$ cat config.mk
export PLATFORM = sky130hd
export DESIGN_NAME = line_clear_ctrl_flat
export DESIGN_NICKNAME = d
export VERILOG_FILES = /design/src/rtl/line_clear_ctrl_pkg.sv /design/src/rtl/line_clear_ctrl_if.sv /design/src/rtl/line_clear_ctrl_row_full_check.sv /design/src/rtl/line_clear_ctrl.sv /design/src/flat_wrapper.sv
export SDC_FILE = /design/constraint.sdc
export NUM_CORES = 1
export LEC_CHECK = 0
export ABC_AREA = 0
export BUFFER_PORTS_ARGS = -buffer_cell sky130_fd_sc_hd__buf_2
export CAP_MARGIN = 5
export CORE_ASPECT_RATIO = 0.8
export CORE_MARGIN = 2
export CORE_UTILIZATION = 40
export CTS_BUF_LIST = sky130_fd_sc_hd__clkbuf_8
export DETAILED_ROUTE_END_ITERATION = 8
export PLACE_DENSITY = 0.79
export SLEW_MARGIN = 20
export SYNTH_ARGS = -nofsm -noshare
export SYNTH_HDL_FRONTEND = slang
export SYNTH_HIERARCHICAL = 1
export SYNTH_SLANG_ARGS = --single-unit
$ cat constraint.sdc
create_clock -name clk -period 2.53 [get_ports clk]
set_clock_uncertainty 0.05 [all_clocks]
set_input_delay 0.253 -clock clk [delete_from_list [all_inputs] [get_ports clk]]
set_output_delay 0.253 -clock clk [all_outputs]
set_load 0.005 [all_outputs]
$ cat src/rtl/line_clear_ctrl_pkg.sv
`default_nettype none
// ============================================================================
// Module      : line_clear_ctrl_pkg
// Description : Shared playfield definitions. These are the tile encoding,
//               the row-wide tile vector and the row index type. The
//               line-clear sequencer and its row checker use them.
// Revision    : 1.0 - initial release
// ============================================================================
package line_clear_ctrl_pkg;

    localparam int PLAYFIELD_ROWS = 20;
    localparam int PLAYFIELD_COLS = 10;
    localparam int ROW_IDX_WIDTH  = $clog2(PLAYFIELD_ROWS);

    typedef enum logic [3:0] {
        BLANK   = 4'd0,
        I       = 4'd1,
        O       = 4'd2,
        T       = 4'd3,
        S       = 4'd4,
        Z       = 4'd5,
        J       = 4'd6,
        L       = 4'd7,
        GHOST   = 4'd8,
        GARBAGE = 4'd9
    } tile_type_t;

    typedef logic [ROW_IDX_WIDTH-1:0]        row_idx_t;
    typedef tile_type_t [PLAYFIELD_COLS-1:0] tile_row_t;

    // Row with every tile BLANK. It is used for fill writes and for idle bus values.
    function automatic tile_row_t blank_row();
        tile_row_t r;
        for (int i = 0; i < PLAYFIELD_COLS; i++) begin
            r[i] = BLANK;
        end
        return r;
    endfunction

endpackage : line_clear_ctrl_pkg
`default_nettype wire

$ cat src/rtl/line_clear_ctrl_if.sv
`default_nettype none
// ============================================================================
// Module      : line_clear_ctrl_if
// Description : Bundles the lock-event handshake and the playfield RAM ports
//               of the line-clear sequencer.
//               slave  : the sequencer side. It takes start and rd_data and
//                        drives everything else.
//               master : the game-logic and RAM side.
// Revision    : 1.0 - initial release
// ============================================================================
interface line_clear_ctrl_if;
    import line_clear_ctrl_pkg::*;

    logic      start;
    logic      busy;
    logic      done;
    logic [4:0] lines_cleared;
    row_idx_t  rd_row;
    tile_row_t rd_data;
    logic      wr_en;
    row_idx_t  wr_row;
    tile_row_t wr_data;

    modport slave (
        input  start, rd_data,
        output busy, done, lines_cleared, rd_row, wr_en, wr_row, wr_data
    );

    modport master (
        output start, rd_data,
        input  busy, done, lines_cleared, rd_row, wr_en, wr_row, wr_data
    );
endinterface : line_clear_ctrl_if
`default_nettype wire

$ cat src/rtl/line_clear_ctrl_row_full_check.sv
`default_nettype none
// ============================================================================
// Module      : row_full_check
// Description : Combinational full-row detector. A row is full when no tile
//               is BLANK or GHOST.
// Ports       : row  - tile row under test
//               full - high when every column is occupied
// Revision    : 1.0 - initial release
// ============================================================================
module row_full_check
    import line_clear_ctrl_pkg::*;
#(
    parameter int COLS = PLAYFIELD_COLS
) (
    input  tile_row_t row,
    output logic      full
);
    always_comb begin
        full = 1'b1;
        for (int i = 0; i < COLS; i++) begin
            // A ghost is only a drop preview. It does not count as a placed tile.
            if (row[i] == BLANK || row[i] == GHOST) begin
                full = 1'b0;
            end
        end
    end
endmodule : row_full_check
`default_nettype wire

$ cat src/rtl/line_clear_ctrl.sv
`default_nettype none
// ============================================================================
// Module      : line_clear_ctrl
// Description : Line-clear sequencer. It scans the playfield from the bottom
//               row to the top, drops full rows and compacts the remaining
//               rows downward. It then blank-fills the vacated top rows.
// Ports       : clk, rst - clock and asynchronous active-high reset
//               lc       - start/busy/done/lines_cleared handshake plus the
//                          playfield RAM read port (1-cycle latency) and
//                          write port
// Revision    : 1.0 - initial release
// ============================================================================
module line_clear_ctrl
    import line_clear_ctrl_pkg::*;
#(
    parameter int ROWS = PLAYFIELD_ROWS,
    parameter int COLS = PLAYFIELD_COLS
) (
    input  wire               clk,
    input  wire               rst,
    line_clear_ctrl_if.slave  lc
);
    typedef enum logic [2:0] {
        S_IDLE  = 3'd0,
        S_READ  = 3'd1,
        S_CHECK = 3'd2,
        S_FILL  = 3'd3,
        S_DONE  = 3'd4
    } lc_state_t;

    lc_state_t  state_q, state_d;
    row_idx_t   src_q, src_d;     // next row to read
    row_idx_t   dst_q, dst_d;     // next row to write; dst >= src always
    logic [4:0] count_q, count_d;
    logic       w_full;

    row_full_check #(.COLS(COLS)) u_row_full_check (
        .row  (lc.rd_data),
        .full (w_full)
    );

    always_ff @(posedge clk or posedge rst) begin
        if (rst) begin
            state_q <= S_IDLE;
            src_q   <= '0;
            dst_q   <= '0;
            count_q <= '0;
        end else begin
            state_q <= state_d;
            src_q   <= src_d;
            dst_q   <= dst_d;
            count_q <= count_d;
        end
    end

    always_comb begin
        state_d    = state_q;
        src_d      = src_q;
        dst_d      = dst_q;
        count_d    = count_q;
        lc.wr_en   = 1'b0;
        lc.wr_row  = '0;
        lc.wr_data = blank_row();

        unique case (state_q)
            S_IDLE: begin
                if (lc.start) begin
                    state_d = S_READ;
                    src_d   = row_idx_t'(ROWS - 1);
                    dst_d   = row_idx_t'(ROWS - 1);
                    count_d = '0;
                end
            end
            S_READ: begin
                state_d = S_CHECK;
            end
            S_CHECK: begin
                if (w_full) begin
                    count_d = count_q + 5'd1;
                end else begin
                    // A row that is already in place needs no rewrite.
                    if (src_q != dst_q) begin
                        lc.wr_en   = 1'b1;
                        lc.wr_row  = dst_q;
                        lc.wr_data = lc.rd_data;
                    end
                    dst_d = dst_q - row_idx_t'(1);
                end
                if (src_q == '0) begin
                    // After the last row, dst is still valid exactly when some rows were cleared.
                    state_d = (count_d != '0) ? S_FILL : S_DONE;
                end else begin
                    src_d   = src_q - row_idx_t'(1);
                    state_d = S_READ;
                end
            end
            S_FILL: begin
                lc.wr_en  = 1'b1;
                lc.wr_row = dst_q;
                dst_d     = dst_q - row_idx_t'(1);
                if (dst_q == '0) begin
                    state_d = S_DONE;
                end
            end
            S_DONE: begin
                state_d = S_IDLE;
            end
            default: begin
                state_d = S_IDLE;
            end
        endcase
    end

    // The read address holds src through READ and CHECK, so the RAM output lines up in CHECK.
    assign lc.rd_row        = src_q;
    assign lc.busy          = (state_q != S_IDLE);
    assign lc.done          = (state_q == S_DONE);
    assign lc.lines_cleared = count_q;

endmodule : line_clear_ctrl
`default_nettype wire

$ cat src/flat_wrapper.sv
// flat-port wrapper written by rule: the top's interface ports become plain ports
module line_clear_ctrl_flat import line_clear_ctrl_pkg::*;
#(
    parameter int ROWS = PLAYFIELD_ROWS,
    parameter int COLS = PLAYFIELD_COLS
)
  (clk, rst, lc_start, lc_rd_data, lc_busy, lc_done, lc_lines_cleared, lc_rd_row, lc_wr_en, lc_wr_row, lc_wr_data);
  line_clear_ctrl_if lc_i ();
  input  wire clk;
  input  wire rst;
  input wire logic [$bits(lc_i.start)-1:0] lc_start;
  input wire logic [$bits(lc_i.rd_data)-1:0] lc_rd_data;
  output wire logic [$bits(lc_i.busy)-1:0] lc_busy;
  output wire logic [$bits(lc_i.done)-1:0] lc_done;
  output wire logic [$bits(lc_i.lines_cleared)-1:0] lc_lines_cleared;
  output wire logic [$bits(lc_i.rd_row)-1:0] lc_rd_row;
  output wire logic [$bits(lc_i.wr_en)-1:0] lc_wr_en;
  output wire logic [$bits(lc_i.wr_row)-1:0] lc_wr_row;
  output wire logic [$bits(lc_i.wr_data)-1:0] lc_wr_data;
  assign lc_i.start = lc_start;
  assign lc_i.rd_data = lc_rd_data;
  assign lc_busy = lc_i.busy;
  assign lc_done = lc_i.done;
  assign lc_lines_cleared = lc_i.lines_cleared;
  assign lc_rd_row = lc_i.rd_row;
  assign lc_wr_en = lc_i.wr_en;
  assign lc_wr_row = lc_i.wr_row;
  assign lc_wr_data = lc_i.wr_data;
  line_clear_ctrl #(.ROWS(ROWS), .COLS(COLS)) u_core (.clk(clk), .rst(rst), .lc(lc_i));
endmodule
=== Yosys cells after proc, flatten, opt, wreduce, memory -nomap -nowiden ===
Cells that the tools add are included.

* Input port bits: 43
* Output and inout bits: 58
* Word-level logic and storage cells: 90
* Bits in registers: 18

* Reduce and logical (&&, ||, !) cells: 31
* $add $sub $neg: 3
* Muxes and demuxes: 33
* Eq/ne operators: 19

{| class="wikitable"
|+ Operator list
! cell !! count
|-
| $mux W40 || 3
|-
| $eq A4 B4 Y1 const B || 10
|-
| $logic_not A4 Y1 || 10
|-
| $mux W5 || 8
|-
| $pmux W5 S2 || 3
|-
| $pmux W5 S3 || 1
|-
| $mux W1 || 12
|-
| $mux W3 || 4
|-
| $pmux W3 S4 || 1
|-
| $logic_not A5 Y1 || 2
|-
| $logic_or A1 B1 Y1 || 10
|-
| $sub A5 B1 Y5 const B || 2
|-
| $eq A3 B2 Y1 const B || 2
|-
| $ne A2 B2 Y1 const B || 3
|-
| $reduce_and A3 Y1 || 2
|-
| $reduce_bool A3 Y1 || 2
|-
| $add A5 B1 Y5 const B || 1
|-
| $ne A5 B5 Y1 || 1
|-
| $reduce_bool A5 Y1 || 1
|-
| $reduce_and A2 Y1 || 2
|-
| $eq A3 B1 Y1 const B || 1
|-
| $eq A3 B3 Y1 const B || 1
|-
| $logic_not A3 Y1 || 1
|-
| $ne A2 B1 Y1 const B || 1
|-
| 2 further kinds || 2
|}

=== Longest topological paths before layout ===
* Depth in word-level cells: 18
* Depth in mapped cells: 9
* Depth with buffers taken out: 8

=== Cells and area by module ===
Netlist, hierarchy kept.

{| class="wikitable"
|+ By module, submodules not included
! module !! instances !! area an instance (µm²) !! sequential area each (µm²) !! cells an instance
|-
| line_clear_ctrl || 1 || 1501.4 || 450.4 || 179
|-
| row_full_check || 1 || 81.3 || 0.0 || 16
|}

=== Least setup slack after synthesis ===
OpenSTA, ideal clock, no wires.

* Kind: register to output
* Start: reg u_core.state_q[0]
* End: out lc_wr_data[0]
* Path slack: 577 ps
* Data arrival time: 1650 ps
* Stages on the path, launching flop included: 7
* Path through: dfrtp_1 -> buf_6 -> or3b_1 -> buf_2 -> a311oi_2 -> clkbuf_2 -> and2_1

* Word-level cells in the longest chain between the ends: 2

{| class="wikitable"
|+ Ends and longest elaborated chain
! what !! RTL line !! text
|-
| start: declaration || line_clear_ctrl.sv:31 || <nowiki>lc_state_t state_q, state_d;</nowiki>
|-
| start signal: assignment || line_clear_ctrl.sv:49 || <nowiki>state_q <= state_d;</nowiki>
|-
| $eq A3 B2 Y1 || line_clear_ctrl.sv:65 || <nowiki>unique case (state_q)</nowiki>
|-
| $mux W40 || line_clear_ctrl.sv:65 ||
|-
| end: declaration || flat_wrapper.sv:19 || <nowiki>output wire logic [$bits(lc_i.wr_data)-1:0] lc_wr_data;</nowiki>
|}

No other way between the ends.

=== Final worst setup path ===
* Start: reg u_core.state_q[0]
* End: out lc_wr_data[24]

The elaborated chain is that of the path after synthesis.

==> results.toml <==
[status]
status = "completed"

[critical_path]
crit_type = "flip-flop to output pin"
crit_required_ns = 2.23
critPathTopFamily = "simple AND/OR/NAND/NOR gates"
start_kind = "flip-flop"
crit_buf_inv = 2
crit_slowest_cell = "dfrtp_1"
crit_path_end_kind = "output pin"
worstSetupPathDepth = 5
crit_path_max_incr_delay_ns = 0.49
r2r_cells = 5
crit_chain = "or3b_4 > a311oi_2 > buf_6 > and2_1 > buf_2"
worstPathMaxFanout = 40
arrival_ns = 2.05

[cts]
cts_buffer_depth = 2
cts_setup_buffers = 0
cts.sinks = 18
cts.clk_slew.worst_paths_ns = 0.07
clock_latency_ns = 0.25
cts_max_level = 1
numCtsBuffers = 3
cts_tree = "yes"
cts_root_buffer = "clkbuf_8"

[sta]
final_hold_viol_count = 0
tns_ns = 0
worstMarginPinSlew_ns = 0.730
relSlewSlack_pct = 51.3
clock.fmax_ghz = 0.424
rsz0062_at_grt = "no"
finalWorstSetupSlack_ns = 0.174
finalCriticalPeriod_ns = 2.36
setup_violations = 0
drv_slew = 0
period_share_pct = 93.1

[route]
dr.pass1.iters = 4
drt-total-wl_mm = 4.63
drtIter0Drc = 131
num_vias = 1739
drc = 0
post_drt_wl_per_cell_um = 13.3
viasPerCell = 4.98
antenna_left = 0

[final_layout]
syn2layout_area_growth_pct = 39.0
fillCellCount = 365
nNetsFinal = 343
multi_input_area_um2 = 1050
ff_latch_area_um2 = 452
instances_no_fill = 349
finalInstanceArea_um2 = 2200
drive_above_1_share_pct = 41.2
antennaDiodeCount = 0

[pwr]
p_seq_share_pct = 26.7
switching_share_pct = 45.8
clkPwrFrac_pct = 11.1
netSwitchingPower_mw = 0.988
p_per_area_nw_per_um2 = 981
power_frac_comb_pct = 62.2
intPower_mw = 1.17
power.leakage_nw = 1.18
vdd_drop_max_mv = 0.644

[floorplan]
start_util_pct = 41.6
die_area_um2 = 4480
std_cell_rows = 20
die-height_um = 60.3
die_w_um = 74.3
pin_count = 101
core-area_um2 = 3800

[placed_design]
place_inst = 345
place_ws_ns = 0.332
io_buffers = 100
gp_congestion = 0.832
dpl_cell_area_um2 = 2140
dp_hpwl_mm = 3.72

[synthesis]
yosysUniqueCellTypes = 47
ys_seq_area_share_pct = 28.5
synth-async-reset-ratio_pct = 100
syn_area_um2 = 1580
yosysWarnings = 6
syn_nets = 243
synth.avg_cell_area_um2 = 8.12
ys_ff_latch = 18
syn_inst = 195
synth_ff_type = "dfrtp_1"
synth_edf_count = 0

[min_path]
worstHoldPathType = "input pin to asynchronous set/reset pin"

[grt]
gr-usage-all-layers_pct = 20.6
gr-total-overflow = 0
grt_max_degree = 41
grt_pass1_vias = 1502
grt_antenna_before_repair = 0
grt_first_pass_wirelength_mm = 7.12

[run]
max-cap-violations = 0
## state kept, by name, indices dropped and copies added (netlist names)
name                     flops
u_core/lc.lines_cleared      5
u_core/lc.rd_row             5
u_core/state_q               3
u_core/dst_q                 5
## final cells by class
cell class | count | share of cell area [%]
Clock buffer | 4 | 2.50
Inverter | 7 | 1.19
Multi-Input combinational cell | 159 | 47.7
Sequential cell | 18 | 20.5
Tap cell | 55 | 3.13
Timing Repair Buffer | 106 | 25.0
## layer usage
metal  part of all wire (%)  wire length [um]  global-route usage [%]  up-vias
met4                   0.26                12                   0.510        0
met1                     45              2100                    29.6      791
li1                       -                 -                       -      881
met5                      0                 0                       0        -
met3                    8.3               384                    4.72        2
met2                     46              2140                    33.7       65
## synth_stat cells, types with 2 or more instances
| master | number | area (um2) |
|---|---|---|
| nand2_1 | 12 | 45.0 |
| dfrtp_1 | 18 | 450 |
| a21oi_1 | 11 | 55.1 |
| nand3_1 | 8 | 40.0 |
| o31ai_1 | 3 | 22.5 |
| xnor2_1 | 2 | 17.5 |
| xor2_1 | 6 | 52.6 |
| and2_1 | 42 | 263 |
| clkbuf_1 | 3 | 11.3 |
| ha_1 | 5 | 62.6 |
| buf_2 | 2 | 10.0 |
| o21ai_0 | 7 | 35.0 |
| or4_1 | 2 | 15.0 |
| mux2i_1 | 2 | 20.0 |
| nor2_1 | 13 | 48.8 |
| or3_1 | 2 | 12.5 |
| a31o_1 | 2 | 17.5 |
| inv_1 | 7 | 26.3 |
| a31oi_1 | 2 | 12.5 |
| a31o_2 | 2 | 17.5 |
| nand4_1 | 3 | 18.8 |
| clkbuf_2 | 4 | 20.0 |
| nor3_1 | 13 | 65.1 |
## power by group through the flow
stage,logic (mW),clock network (mW),registers (mW)
floorplan,0.911,0,0.519
global placement,1.29,0,0.572
detailed placement,1.32,0,0.577
CTS,1.32,0.243,0.571
global route,1.48,0.261,0.599
finish,1.34,0.240,0.577
## through the flow
step	util [%]	power, mW	hold slack, ns
4_1_cts	57.6	2.14	0.0812
3_3_place_gp	56.2	1.86	0.350
3_5_place_dp	56.2	1.89	0.353
2_1_floorplan	-	1.43	0.142
5_1_grt	57.8	2.34	0.123
6_report	57.8	2.16	0.0587
## logic make-up (layout without fill, tap and decap cells)
| logic type | Yosys count | in the layout | share of synthesized area, % |
|---|---|---|---|
| and+or+nand+nor | 107 | 107 | 40.1 |
| AOI/OAI and AO/OA | 36 | 36 | 14.9 |
| DFF | 18 | 18 | 28.5 |
| buffers and inverters | 18 | 117 | 5.46 |
| xor gates and xnor gates | 8 | 8 | 4.43 |
| adders and majority gates | 5 | 5 | 3.95 |
| muxes | 3 | 3 | 2.69 |
## worst paths after layout
path | start | slack, ns | end
hold reg to reg | u_core/lc.lines_cleared[4]$_DFFE_PP0P_ | 0.52 | u_core/lc.lines_cleared[4]$_DFFE_PP0P_
setup / recovery | u_core/state_q[0]$_DFFE_PP0P_ | 0.17 | lc_wr_data[24]
max in group asynchronous | rst | 1.86 | u_core/state_q[1]$_DFFE_PP0P_
setup reg to reg | u_core/state_q[2]$_DFFE_PP0P_ | 0.41 | u_core/lc.rd_row[3]$_DFFE_PP0P_
min in group clk | u_core/lc.lines_cleared[4]$_DFFE_PP0P_ | 0.52 | u_core/lc.lines_cleared[4]$_DFFE_PP0P_
hold / removal | rst | 0.06 | u_core/lc.lines_cleared[1]$_DFFE_PP0P_
## repair_timing
item	CTS	global route
hold buffers	0	0
gates resized for setup	0	3
endpoints found under the hold margin	0	0
endpoints found under the setup margin	0	40
## placed cells by master, fill, tap and decap left out, types with 3 or more instances in the layout
cell type,count
nand4_1,3
nor3_1,13
dfrtp_1,17
a21oi_1,11
o31ai_1,3
nand2_1,12
nor2_1,13
ha_1,5
xor2_1,6
and2_1,42
buf_4,5
buf_2,100
o21ai_0,7
inv_1,7
nand3_1,8
clkbuf_8,4
No activity file was read; power rests on OpenSTA's default activity.
